<file path="src/rtl/reqrsp_limiter.sv">
// Outstanding-transaction limiter with flush/drain handshake for a reqrsp port.
// Optional statistics outputs are built when REQRSP_LIMITER_STATS_EN is defined.

package reqrsp_limiter_pkg;
   typedef struct packed {
      logic        q_valid;
      logic [31:0] q;
      logic        p_ready;
   } req_t;

   typedef struct packed {
      logic        q_ready;
      logic        p_valid;
      logic [31:0] p;
   } rsp_t;
endpackage

module reqrsp_limiter #(
   parameter int unsigned MaxOutstanding = 4,
   parameter type req_t = reqrsp_limiter_pkg::req_t,
   parameter type rsp_t = reqrsp_limiter_pkg::rsp_t,
   localparam int unsigned CntWidth = $clog2(MaxOutstanding + 1)
) (
   input  logic                clk_i,
   input  logic                rst_ni,
   input  req_t                slv_req_i,
   output rsp_t                slv_rsp_o,
   output req_t                mst_req_o,
   input  rsp_t                mst_rsp_i,
   input  logic                flush_i,
   output logic                flush_done_o,
   output logic [CntWidth-1:0] outstanding_o
`ifdef REQRSP_LIMITER_STATS_EN
   ,
   output logic [31:0]         stall_cycles_o,
   output logic [CntWidth-1:0] max_outstanding_o
`endif
);

   if (MaxOutstanding < 1) begin : g_param_check
      $error("reqrsp_limiter: MaxOutstanding must be >= 1");
   end

   localparam logic [CntWidth-1:0] MaxCnt = CntWidth'(MaxOutstanding);

   typedef enum logic [1:0] {
      RUN   = 2'd0,
      DRAIN = 2'd1,
      DONE  = 2'd2
   } state_e;

   state_e              state_q, state_d;
   logic [CntWidth-1:0] cnt_q;
   logic                pending_q;
   logic                allow;
   logic                inc;
   logic                dec;

   assign inc = mst_req_o.q_valid & mst_rsp_i.q_ready;
   assign dec = mst_rsp_i.p_valid & slv_req_i.p_ready;

   // NOTE: sequential state uses non-blocking assignments so every register
   // samples pre-edge values regardless of the order the blocks are evaluated in.
   always_ff @(posedge clk_i or negedge rst_ni) begin
      if (!rst_ni) begin
         state_q <= RUN;
      end else begin
         state_q <= state_d;
      end
   end

   // NOTE: state_d gets a default before the case so no path leaves it unassigned,
   // which would otherwise infer a latch.
   always_comb begin
      state_d = state_q;
      unique case (state_q)
         RUN: begin
            if (flush_i) state_d = DRAIN;
         end
         DRAIN: begin
            if (!flush_i) begin
               state_d = RUN;
            end else if ((cnt_q == '0) && !pending_q && !inc) begin
               state_d = DONE;
            end
         end
         DONE: begin
            if (!flush_i) state_d = RUN;
         end
         default: state_d = RUN;
      endcase
   end

   // Only the request valid/ready pair is gated; a request already shown downstream
   // stays allowed until it completes so valid never drops mid-handshake.
   always_comb begin
      allow             = pending_q | ((state_q == RUN) & (cnt_q < MaxCnt));
      flush_done_o      = (state_q == DONE);
      mst_req_o         = slv_req_i;
      mst_req_o.q_valid = slv_req_i.q_valid & allow;
      slv_rsp_o         = mst_rsp_i;
      slv_rsp_o.q_ready = mst_rsp_i.q_ready & allow;
   end

   // A response with nothing in flight is a protocol error; the count holds at zero.
   always_ff @(posedge clk_i or negedge rst_ni) begin
      if (!rst_ni) begin
         cnt_q     <= '0;
         pending_q <= 1'b0;
      end else begin
         pending_q <= mst_req_o.q_valid & ~mst_rsp_i.q_ready;
         if (inc && !dec) begin
            cnt_q <= cnt_q + CntWidth'(1);
         end else if (dec && !inc && (cnt_q != '0)) begin
            cnt_q <= cnt_q - CntWidth'(1);
         end
      end
   end

   assign outstanding_o = cnt_q;

`ifdef REQRSP_LIMITER_STATS_EN
   logic [31:0]         stall_q;
   logic [CntWidth-1:0] hwm_q;
   logic                enter_done;

   assign enter_done = (state_d == DONE) && (state_q != DONE);

   always_ff @(posedge clk_i or negedge rst_ni) begin
      if (!rst_ni) begin
         stall_q <= '0;
         hwm_q   <= '0;
      end else if (enter_done) begin
         stall_q <= '0;
         hwm_q   <= '0;
      end else begin
         if (slv_req_i.q_valid && !allow && (stall_q != '1)) stall_q <= stall_q + 32'd1;
         if (cnt_q > hwm_q) hwm_q <= cnt_q;
      end
   end

   assign stall_cycles_o    = stall_q;
   assign max_outstanding_o = hwm_q;
`endif

   a_cnt_bound: assert property (@(posedge clk_i) disable iff (!rst_ni)
      cnt_q <= MaxCnt)
      else $error("reqrsp_limiter: outstanding count exceeds MaxOutstanding");

   a_dec_at_zero: assert property (@(posedge clk_i) disable iff (!rst_ni)
      !(dec && !inc && (cnt_q == '0)))
      else $error("reqrsp_limiter: response with no transaction in flight");

   a_valid_stable: assert property (@(posedge clk_i) disable iff (!rst_ni)
      (slv_req_i.q_valid && !slv_rsp_o.q_ready) |=> slv_req_i.q_valid)
      else $error("reqrsp_limiter: upstream dropped q_valid before acceptance");

endmodule

</file>
<file path="config.mk">
export PLATFORM = sky130hd
export DESIGN_NAME = reqrsp_limiter
export DESIGN_NICKNAME = d
export VERILOG_FILES = /design/src/rtl/reqrsp_limiter.sv
export SDC_FILE = /design/constraint.sdc
export NUM_CORES = 1
export LEC_CHECK = 0
export CAP_MARGIN = 20
export CORE_ASPECT_RATIO = 1.25
export CORE_MARGIN = 5
export CORE_UTILIZATION = 21
export CTS_CLUSTER_DIAMETER = 30
export DETAILED_ROUTE_END_ITERATION = 8
export PLACE_DENSITY = 0.79
export SYNTH_ARGS = -nofsm -noshare
export SYNTH_HDL_FRONTEND = slang
export SYNTH_SLANG_ARGS = --single-unit
</file>
<file path="constraint.sdc">
create_clock -name clk_i -period 1.91 [get_ports clk_i]
set_input_delay 0.4775 -clock clk_i [delete_from_list [all_inputs] [get_ports clk_i]]
set_output_delay 0.4775 -clock clk_i [all_outputs]
set_load 0.02 [all_outputs]
</file>
Word-level counts from Yosys, hierarchy flattened. Index checks and enable logic that the tools add are counted. W data, S select, Z words.

Bits in registers: 6. Bits of input ports: 71. Output and inout port bits: 72. Logic and storage cells: 39.

$add $sub $neg: 2. Magnitude comparators: 1. Equality and inequality tests: 5. Muxes and demuxes: 7. Bitwise logic cells: 8. Reductions and logical operators: 13.

Operator list (count): $mux W2 (4); $and A1 B1 Y1 (6); $mux W3 (2); $pmux W2 S3 (1); $logic_and A1 B1 Y1 (5); $ne A2 B2 Y1 const B (2); $add A3 B1 Y3 const B (1); $logic_not A1 Y1 (3); $logic_not A3 Y1 (1); $lt A3 B3 Y1 const B (1); $ne A3 B3 Y1 const B (1); $reduce_and A3 Y1 (1); $reduce_bool A3 Y1 (1); $sub A3 B1 Y3 const B (1); $eq A2 B1 Y1 const B (1); $eq A2 B2 Y1 const B (1); $logic_not A2 Y1 (1); $reduce_bool A2 Y1 (1); $not A1 Y1 (1); $or A1 B1 Y1 (1).

Depth between registers and ports, before layout. Gate-level depths: netlist of run 1.

Depth after elaboration: 10. Depth in mapped cells: 9. Depth with buffers taken out: 8.

Worst setup path after synthesis of run 1. OpenSTA, ideal clock, no wires.

Path type: register to register. Start: register cnt_q[2] (netlist: outstanding_o[2]). End: register cnt_q[2] (netlist: outstanding_o[2]). Library setup time: 86 ps. Arrival: 1937 ps. Required time: 1824 ps. Setup slack: -113 ps. Cell stages (with the launch flop): 9. Buffers on the path: 1. Clock period less this slack: 2023 ps. Cell sequence: dfrtp_1 > buf_6 > nor3_4 > o211a_4 > nand2_1 > fa_1 > nor3_2 > a221oi_2 > nor3_1.

Word-level cells in the longest chain between the ends: 9. Elaborated cells between the ends (all ways): 15. Those cells by class: 2 x add/sub; 1 x order compare; 2 x mux; 4 x bitwise; 6 x reduce/logical.

RTL lines: from (decl) (line 53) `logic [CntWidth-1:0] cnt_q;`; from (signal assigned) (line 113) `cnt_q <= cnt_q + CntWidth'(1);`; from (signal assigned) (line 115) `cnt_q <= cnt_q - CntWidth'(1);`; $lt A3 B3 Y1 (line 97) `allow = pending_q | ((state_q == RUN) & (cnt_q < MaxCnt));`; $and A1 B1 Y1 (line 97); $or A1 B1 Y1 (line 97); $and A1 B1 Y1 (line 100) `mst_req_o.q_valid = slv_req_i.q_valid & allow;`; $and A1 B1 Y1 (line 59) `assign inc = mst_req_o.q_valid & mst_rsp_i.q_ready;`; $logic_not A1 Y1 (line 114) `end else if (dec && !inc && (cnt_q != '0)) begin`; $logic_and A1 B1 Y1 (2 in series) (line 114); $reduce_bool A2 Y1 (no source line).

Parallel ways exist; a longest one is shown, timed or not. The select of a mux whose other input is x is not followed. A chain may end at the register's enable or synchronous reset.

Worst setup path after layout of run 1.
Start: input port mst_rsp_i[33] in the netlist's numbering. End: register cnt_q[2] (netlist: outstanding_o[2]).

Word-level cells in the longest chain between the ends: 5. Elaborated cells between the ends (all ways): 7. Those cells by class: 1 x mux; 1 x bitwise; 5 x reduce/logical.

RTL lines: from (decl) (line 29) `input rsp_t mst_rsp_i,`; $and A1 B1 Y1 (*) (line 59); $logic_not A1 Y1 (line 114); $logic_and A1 B1 Y1 (2 in series) (line 114); $reduce_bool A2 Y1 (no source line).

Mark *: on every way between the ends. The rest lies on a longest branch, timed or not.

==> flow_summary.json, run 1 <==
{
  "status": "finished with violations",
  "violations": "negative setup slack",
  "antenna_found_initial": 0,
  "postCtsHoldBufs": 0,
  "die_h_um": 84.4,
  "pwr-share-seq_pct": 20.4,
  "diodes": 0,
  "worst-setup-path-type": "input pin to flop",
  "grt_start_max_net_pins": 10,
  "holdWs_ns": 0.515,
  "yosys_warnings": 0,
  "finalHoldViolations": 0,
  "dpl_cell_area_um2": 737,
  "sw_frac_of_total_pct": 39.0,
  "cp.arrival_ns": 2.03,
  "crit_fanout": 4,
  "pwr-share-clk_pct": 18.6,
  "clock_latency_ns": 0.22,
  "clock-root-buffer": "clkbuf_8",
  "dpl.hpwl_mm": 1.37,
  "routed_wl_mm": 1.70,
  "synth_top_area_cell": "buf_4",
  "finalCritPeriodShare_pct": 101,
  "drtIter0Drc": 4,
  "io_buffers": 14,
  "fp-row-count": 27,
  "htree_num_levels": 1,
  "avgSynthCellArea_um2": 8.62,
  "drv_cap": 0,
  "synth_area_leaders": "buf_4 (53%), dfrtp_1 (16%), nor2b_1 (2.7%)",
  "first_global_vias": 584,
  "syn_inst": 108,
  "post-route-util_pct": 18.3,
  "cts_tree": "yes",
  "yosys_register_bits": 6,
  "netlist_area_um2": 931,
  "gr-total-overflow": 0,
  "rsz0062_at_grt": "yes",
  "core_region_area_um2": 4360,
  "ff2ff_path_depth": 9,
  "worst_pin_slew_ns": 0.315,
  "io_pins": 143,
  "fin_area_um2": 800,
  "r2r_slack_ns": -0.01,
  "layout.nets": 147,
  "power.density_nw_per_um2": 1280,
  "antenna_left": 0,
  "route.detailed.drc": 0,
  "r2r_end": "outstanding_o[2]",
  "wl_per_cell_um": 13.0,
  "hold_class": "input pin to asynchronous set/reset pin",
  "p_int_mw": 0.622,
  "syn_nets": 180,
  "synth-seq-area-share_pct": 16.1,
  "layout-drive-gt1-share_pct": 42.5,
  "multi_input_comb_area_um2": 288,
  "power_leakage_nw": 0.352,
  "comb_power_share_pct": 61.0,
  "r2r_start": "state_q[0]",
  "setup_viol": 1,
  "area.growth.synth_to_final_pct": -14.1,
  "register_area_um2": 150,
  "die-width_um": 69.6,
  "irDropWorstVdd_v": 0.000281,
  "power.switching_mw": 0.398,
  "clkTransAtPathRegs_ns": 0.04,
  "setup_slack_ns": -0.0176,
  "clock_skew_ns": 0.00416,
  "worstSetupEndpointType": "flop",
  "grt_use_total_pct": 6.03,
  "die_area_um2": 5870,
  "period_minus_slack_ns": 1.93,
  "startpoint_type": "input pin",
  "gp_congestion": 0.801,
  "numCtsBuffers": 3,
  "relSlewSlack_pct": 79.0,
  "start_util_pct": 21.4,
  "fillerInstances": 477,
  "required_ns": 2.01,
  "drv_slew": 0,
  "yosysTopAreaCellShare_pct": 53.2,
  "clockBufferDepth": 2,
  "clock_sinks": 6,
  "firstDrtPassIters": 4,
  "grt_pass1_wl_mm": 2.73,
  "num_vias": 501,
  "viasPerCell": 3.82,
  "fmax_ghz": 0.519,
  "synthDistinctLibCells": 28
}
## registers in the layout, summed over array words and instances (netlist names)
name / count
outstanding_o: 3
state_q: 2
pending_q: 1
## per-layer routing
metal  GRT usage [%]  vias up  routed length [um]
met5               0        -                   0
met4            11.9        0                 251
met3            1.56       32                 190
met2            7.73       32                 675
met1            5.44      217                 586
li1                -      220                   -
## cells by family (layout without fill, tap and decap cells)
| kind of cell | Yosys count | after routing | synth area share (%) |
|---|---|---|---|
| compound gates | 11 | 11 | 11.3 |
| xor+xnor | 1 | 1 | 0.941 |
| fa+ha+maj | 1 | 1 | 2.15 |
| buf+inv | 68 | 33 | 54.8 |
| flops | 6 | 6 | 16.1 |
| mux | 1 | 1 | 1.08 |
| simple gates | 20 | 20 | 13.6 |
## per-stage QoR
step	setup TNS, ns	total power, mW	setup slack, ns	instances
after floorplan	0	0.745	0.0142	108
after global placement	-1.48	0.775	-0.314	126
after detailed placement	-1.48	0.784	-0.315	126
after CTS	-0.0605	1.01	-0.0605	130
after global routing	-0.0574	1.11	-0.0574	131
final	-0.0176	1.02	-0.0176	131
## how the worst max path moves through the flow
stage | from | to | cells after the start
final | mst_rsp_i[33] | outstanding_o[2] | 8
after global placement | slv_req_i[33] | mst_req_o[33] | 3
after CTS | outstanding_o[2] | outstanding_o[2] | 9
after detailed placement | slv_req_i[33] | outstanding_o[2] | 8
after floorplan | outstanding_o[2] | outstanding_o[2] | 9
after global routing | state_q[0] | outstanding_o[2] | 8
## cell usage in the layout (no fill, tap or decap)
master | Yosys | final
buf_4 | 66 | 14
clkdlybuf4s50_1 | 0 | 7
dfrtp_1 | 6 | 6
nor2_1 | 5 | 5
nor2b_1 | 4 | 4
dlygate4sd2_1 | 0 | 4
clkbuf_8 | 0 | 3
nor3_4 | 1 | 2
nor3_1 | 2 | 2
o21ai_1 | 0 | 2
buf_2 | 0 | 2
nand2_4 | 1 | 1
o211a_4 | 1 | 1
nand2_2 | 0 | 1
o211ai_2 | 1 | 1
a221oi_2 | 1 | 1
inv_2 | 0 | 1
and3_1 | 1 | 1
nand4_1 | 1 | 1
o31ai_1 | 1 | 1
mux2i_1 | 1 | 1
o221ai_2 | 0 | 1
o2111ai_1 | 1 | 1
a21oi_1 | 1 | 1
xnor2_1 | 1 | 1
a22oi_2 | 1 | 1
nor4_1 | 1 | 1
nand2_1 | 2 | 1
and3b_1 | 1 | 1
o21a_1 | 1 | 1
fa_2 | 0 | 1
dlymetal6s2s_1 | 0 | 1
buf_6 | 1 | 1
## critical path: stages
cell             delay (ns)
clkdlybuf4s50_1        0.50
o211a_4                0.18
nand2_2                0.05
fa_2                   0.39
inv_2                  0.06
o21ai_1                0.05
o31ai_1                0.23
nor3_1                 0.08
## Yosys cell counts, drive strengths merged
| cell | count |
|---|---|
| inv | 1 |
| buf | 67 |
| nor2b | 4 |
| o211ai | 1 |
| nor4 | 1 |
| o211a | 1 |
| nand2 | 3 |
| a221oi | 1 |
| o21a | 1 |
| o31ai | 1 |
| xnor2 | 1 |
| and3b | 1 |
| nor2 | 5 |
| o221ai | 1 |
| dfrtp | 6 |
| o21ai | 2 |
| a22oi | 1 |
| a21oi | 1 |
| o2111ai | 1 |
| mux2i | 1 |
| and3 | 1 |
| fa | 1 |
| nor3 | 4 |
| nand4 | 1 |
## area by class of cell
cell class,instances,area share [%]
Timing Repair Buffer,29,30.5
Inverter,1,0.469
Clock buffer,3,5.16
Sequential cell,6,18.8
Multi-Input combinational cell,34,36.0
Tap cell,58,9.08
## power by group through the flow
stage / combinational, mW / sequential, mW / clock (mW)
2_1_floorplan: 0.475 / 0.270 / 0
3_3_place_gp: 0.565 / 0.209 / 0
3_5_place_dp: 0.573 / 0.210 / 0
4_1_cts: 0.601 / 0.210 / 0.201
5_1_grt: 0.690 / 0.216 / 0.204
6_report: 0.622 / 0.208 / 0.190
## what timing repair did
item,4_1_cts,5_1_grt
buffers inserted,1,1
gates cloned,0,0
setup endpoints to repair,7,5
pin swaps,7,5
resized for setup,14,6
Power figures use the tool's default switching activity.
==> inputs of run 2 (changes only) <==
--- a/config.mk
+++ b/config.mk
@@ -5,6 +5,7 @@
 export SDC_FILE = /design/constraint.sdc
 export NUM_CORES = 1
 export LEC_CHECK = 0
+export ABC_CLOCK_PERIOD_IN_PS = 1910
 export CAP_MARGIN = 20
 export CORE_ASPECT_RATIO = 1.25
 export CORE_MARGIN = 5
==> results of run 2 <==
The final DEF is identical to that of run 1; final timing and power are the same.
==> inputs of run 3 (changes only) <==
==> config.mk (replaced) <==
export PLATFORM = sky130hd
export DESIGN_NAME = reqrsp_limiter
export DESIGN_NICKNAME = d
export VERILOG_FILES = /design/src/rtl/reqrsp_limiter.sv
export SDC_FILE = /design/constraint.sdc
export NUM_CORES = 1
export LEC_CHECK = 0
export ABC_CLOCK_PERIOD_IN_PS = 2400
export CAP_MARGIN = 20
export CORE_ASPECT_RATIO = 1.25
export CORE_MARGIN = 3
export CORE_UTILIZATION = 25
export CTS_CLUSTER_DIAMETER = 30
export DETAILED_ROUTE_END_ITERATION = 8
export PLACE_DENSITY = 0.89
export SKIP_LAST_GASP = 1
export SYNTH_ARGS = -nofsm -noshare
export SYNTH_HDL_FRONTEND = slang
export SYNTH_SLANG_ARGS = --single-unit
==> constraint.sdc (replaced) <==
create_clock -name clk_i -period 2.4 [get_ports clk_i]
set_input_delay 0.6 -clock clk_i [delete_from_list [all_inputs] [get_ports clk_i]]
set_output_delay 0.6 -clock clk_i [all_outputs]
set_load 0.02 [all_outputs]
==> flow_summary.json, run 3 (synthesized netlist as in run 1, its figures left out) <==
{
  "status": "complete, no violations",
  "dpl_cell_area_um2": 673,
  "startpoint": "mst_rsp_i[32]",
  "clock_skew_ns": 0.00433,
  "finalCritPeriodShare_pct": 95.1,
  "core_region_area_um2": 3540,
  "worst_pin_slew_ns": 0.273,
  "cp_top_family": "buffers and inverters",
  "cp_cell_sequence": "clkdlybuf4s50_1, clkdlybuf4s50_1",
  "rsz0062_at_grt": "no",
  "grt_pass1_wl_mm": 2.66,
  "critical-path-max-stage-delay_ns": 0.61,
  "routed_wl_mm": 1.71,
  "worst-setup-path-type": "input pin to primary output",
  "post-route-util_pct": 20.1,
  "hold_class": "input pin to asynchronous set/reset pin",
  "viasPerCell": 4.84,
  "drtIter0Drc": 2,
  "largest_register_ff_count": 3,
  "crit_fanout": 2,
  "ff2ff_path_depth": 7,
  "fmax_ghz": 0.438,
  "r2r_start": "state_q[0]",
  "gp_congestion": 0.709,
  "power.density_nw_per_um2": 1010,
  "wl_per_cell_um": 16.3,
  "diodes": 0,
  "numCtsBuffers": 3,
  "startpoint_type": "input pin",
  "layout-drive-gt1-share_pct": 27.3,
  "gr-total-overflow": 0,
  "post-place-ws_ns": -0.114,
  "grt_use_total_pct": 8.32,
  "num_vias": 508,
  "die_h_um": 74.2,
  "first_global_vias": 553,
  "crit_slowest_cell": "clkdlybuf4s50_1",
  "r2r_end": "outstanding_o[2]",
  "dpl.hpwl_mm": 1.38,
  "relSlewSlack_pct": 81.8,
  "clockBufferDepth": 2,
  "die-width_um": 60.6,
  "required_ns": 1.80,
  "fin_area_um2": 712,
  "fp-row-count": 24,
  "postCtsHoldBufs": 0,
  "p_total_mw": 0.718,
  "io_buffers": 14,
  "path_common_cell": "clkdlybuf4s50_1",
  "antenna_left": 0,
  "holdWs_ns": 0.619,
  "clock_sinks": 6,
  "period_minus_slack_ns": 2.28,
  "drv_cap": 0,
  "route.detailed.drc": 0,
  "die_area_um2": 4500,
  "antenna_found_initial": 0,
  "setup_slack_ns": 0.117,
  "irDropWorstVdd_v": 0.000390,
  "grt_start_max_net_pins": 10,
  "cts_tree": "yes",
  "cp_num_buf_inv": 2,
  "power_leakage_nw": 0.295,
  "final_common_cell": "clkdlybuf4s50_1",
  "htree_num_levels": 1,
  "cts_setup_buffers": 0,
  "final_cell_mix": "clkdlybuf4s50_1 (12), buf_4 (8), dfrtp_1 (6)",
  "worstSetupEndpointType": "primary output",
  "firstDrtPassIters": 2,
  "clock_latency_ns": 0.22,
  "cp.arrival_ns": 1.68,
  "layout.nets": 140,
  "clkTransAtPathRegs_ns": 0.04,
  "cp.depth": 2,
  "io_pins": 143,
  "setup_viol": 0,
  "drv_slew": 0,
  "crit_end": "slv_rsp_o[32]",
  "clock-root-buffer": "clkbuf_8",
  "start_util_pct": 26.3,
  "finalHoldViolations": 0,
  "area.growth.synth_to_final_pct": -23.5,
  "r2r_slack_ns": 0.45
}
==> run 3: cell count changes in the layout (fill, tap and decap cells not counted), moves of 2 or more <==
cell,change
o21ai_0,+2
buf_4,-6
buf_2,-2
dlygate4sd2_1,-2
o21ai_1,-2
clkdlybuf4s50_1,+5
==> run 3: power breakdown <==
group	internal [mW]	switching (mW)
Combinational	0.190	0.185
Clock	0.107	0.0397
Sequential	0.136	0.0604
Total	0.433	0.285
==> run 3: worst min-delay path by stage <==
| stage | depth (start not counted) | start | end | slack [ns] |
|---|---|---|---|---|
| global route | 1 | rst_ni | state_q[0] | 0.64 |
| detailed placement | 1 | outstanding_o[0] | outstanding_o[0] | 0.64 |
| global placement | 1 | outstanding_o[0] | outstanding_o[0] | 0.62 |
| floorplan | 0 | rst_ni | outstanding_o[0] | 0.30 |
| CTS | 1 | rst_ni | state_q[0] | 0.63 |
| finish | 1 | rst_ni | state_q[0] | 0.62 |
==> run 3: what timing repair did <==
action / 4_1_cts / 5_1_grt
hold endpoints to repair: 0 / 0
pin swaps: 0 / 1
endpoints found under the setup margin: 2 / 1
gates cloned: 0 / 0
gates resized for setup: 2 / 0
==> run 3: area by class of cell <==
type,count,area [um^2]
Tap cell,39,48.8
Sequential cell,6,150
Timing Repair Buffer,22,198
Inverter,1,3.75
Fill cell,397,2830
Multi-Input combinational cell,34,270
Clock buffer,3,41.3
==> run 3: stage by stage <==
stage	setup TNS (ns)	instances
floorplan	0	108
global placement	-0.208	102
detailed placement	-0.247	102
CTS	0	105
global route	0	105
finish	0	105
==> run 3: layer usage <==
metal / global-route usage (%) / up-vias / routed length (um)
li1: - / 210 / -
met1: 6.68 / 224 / 476
met2: 9.87 / 32 / 681
met3: 4.34 / 42 / 247
met4: 16.1 / 0 / 303
met5: 0 / - / 0
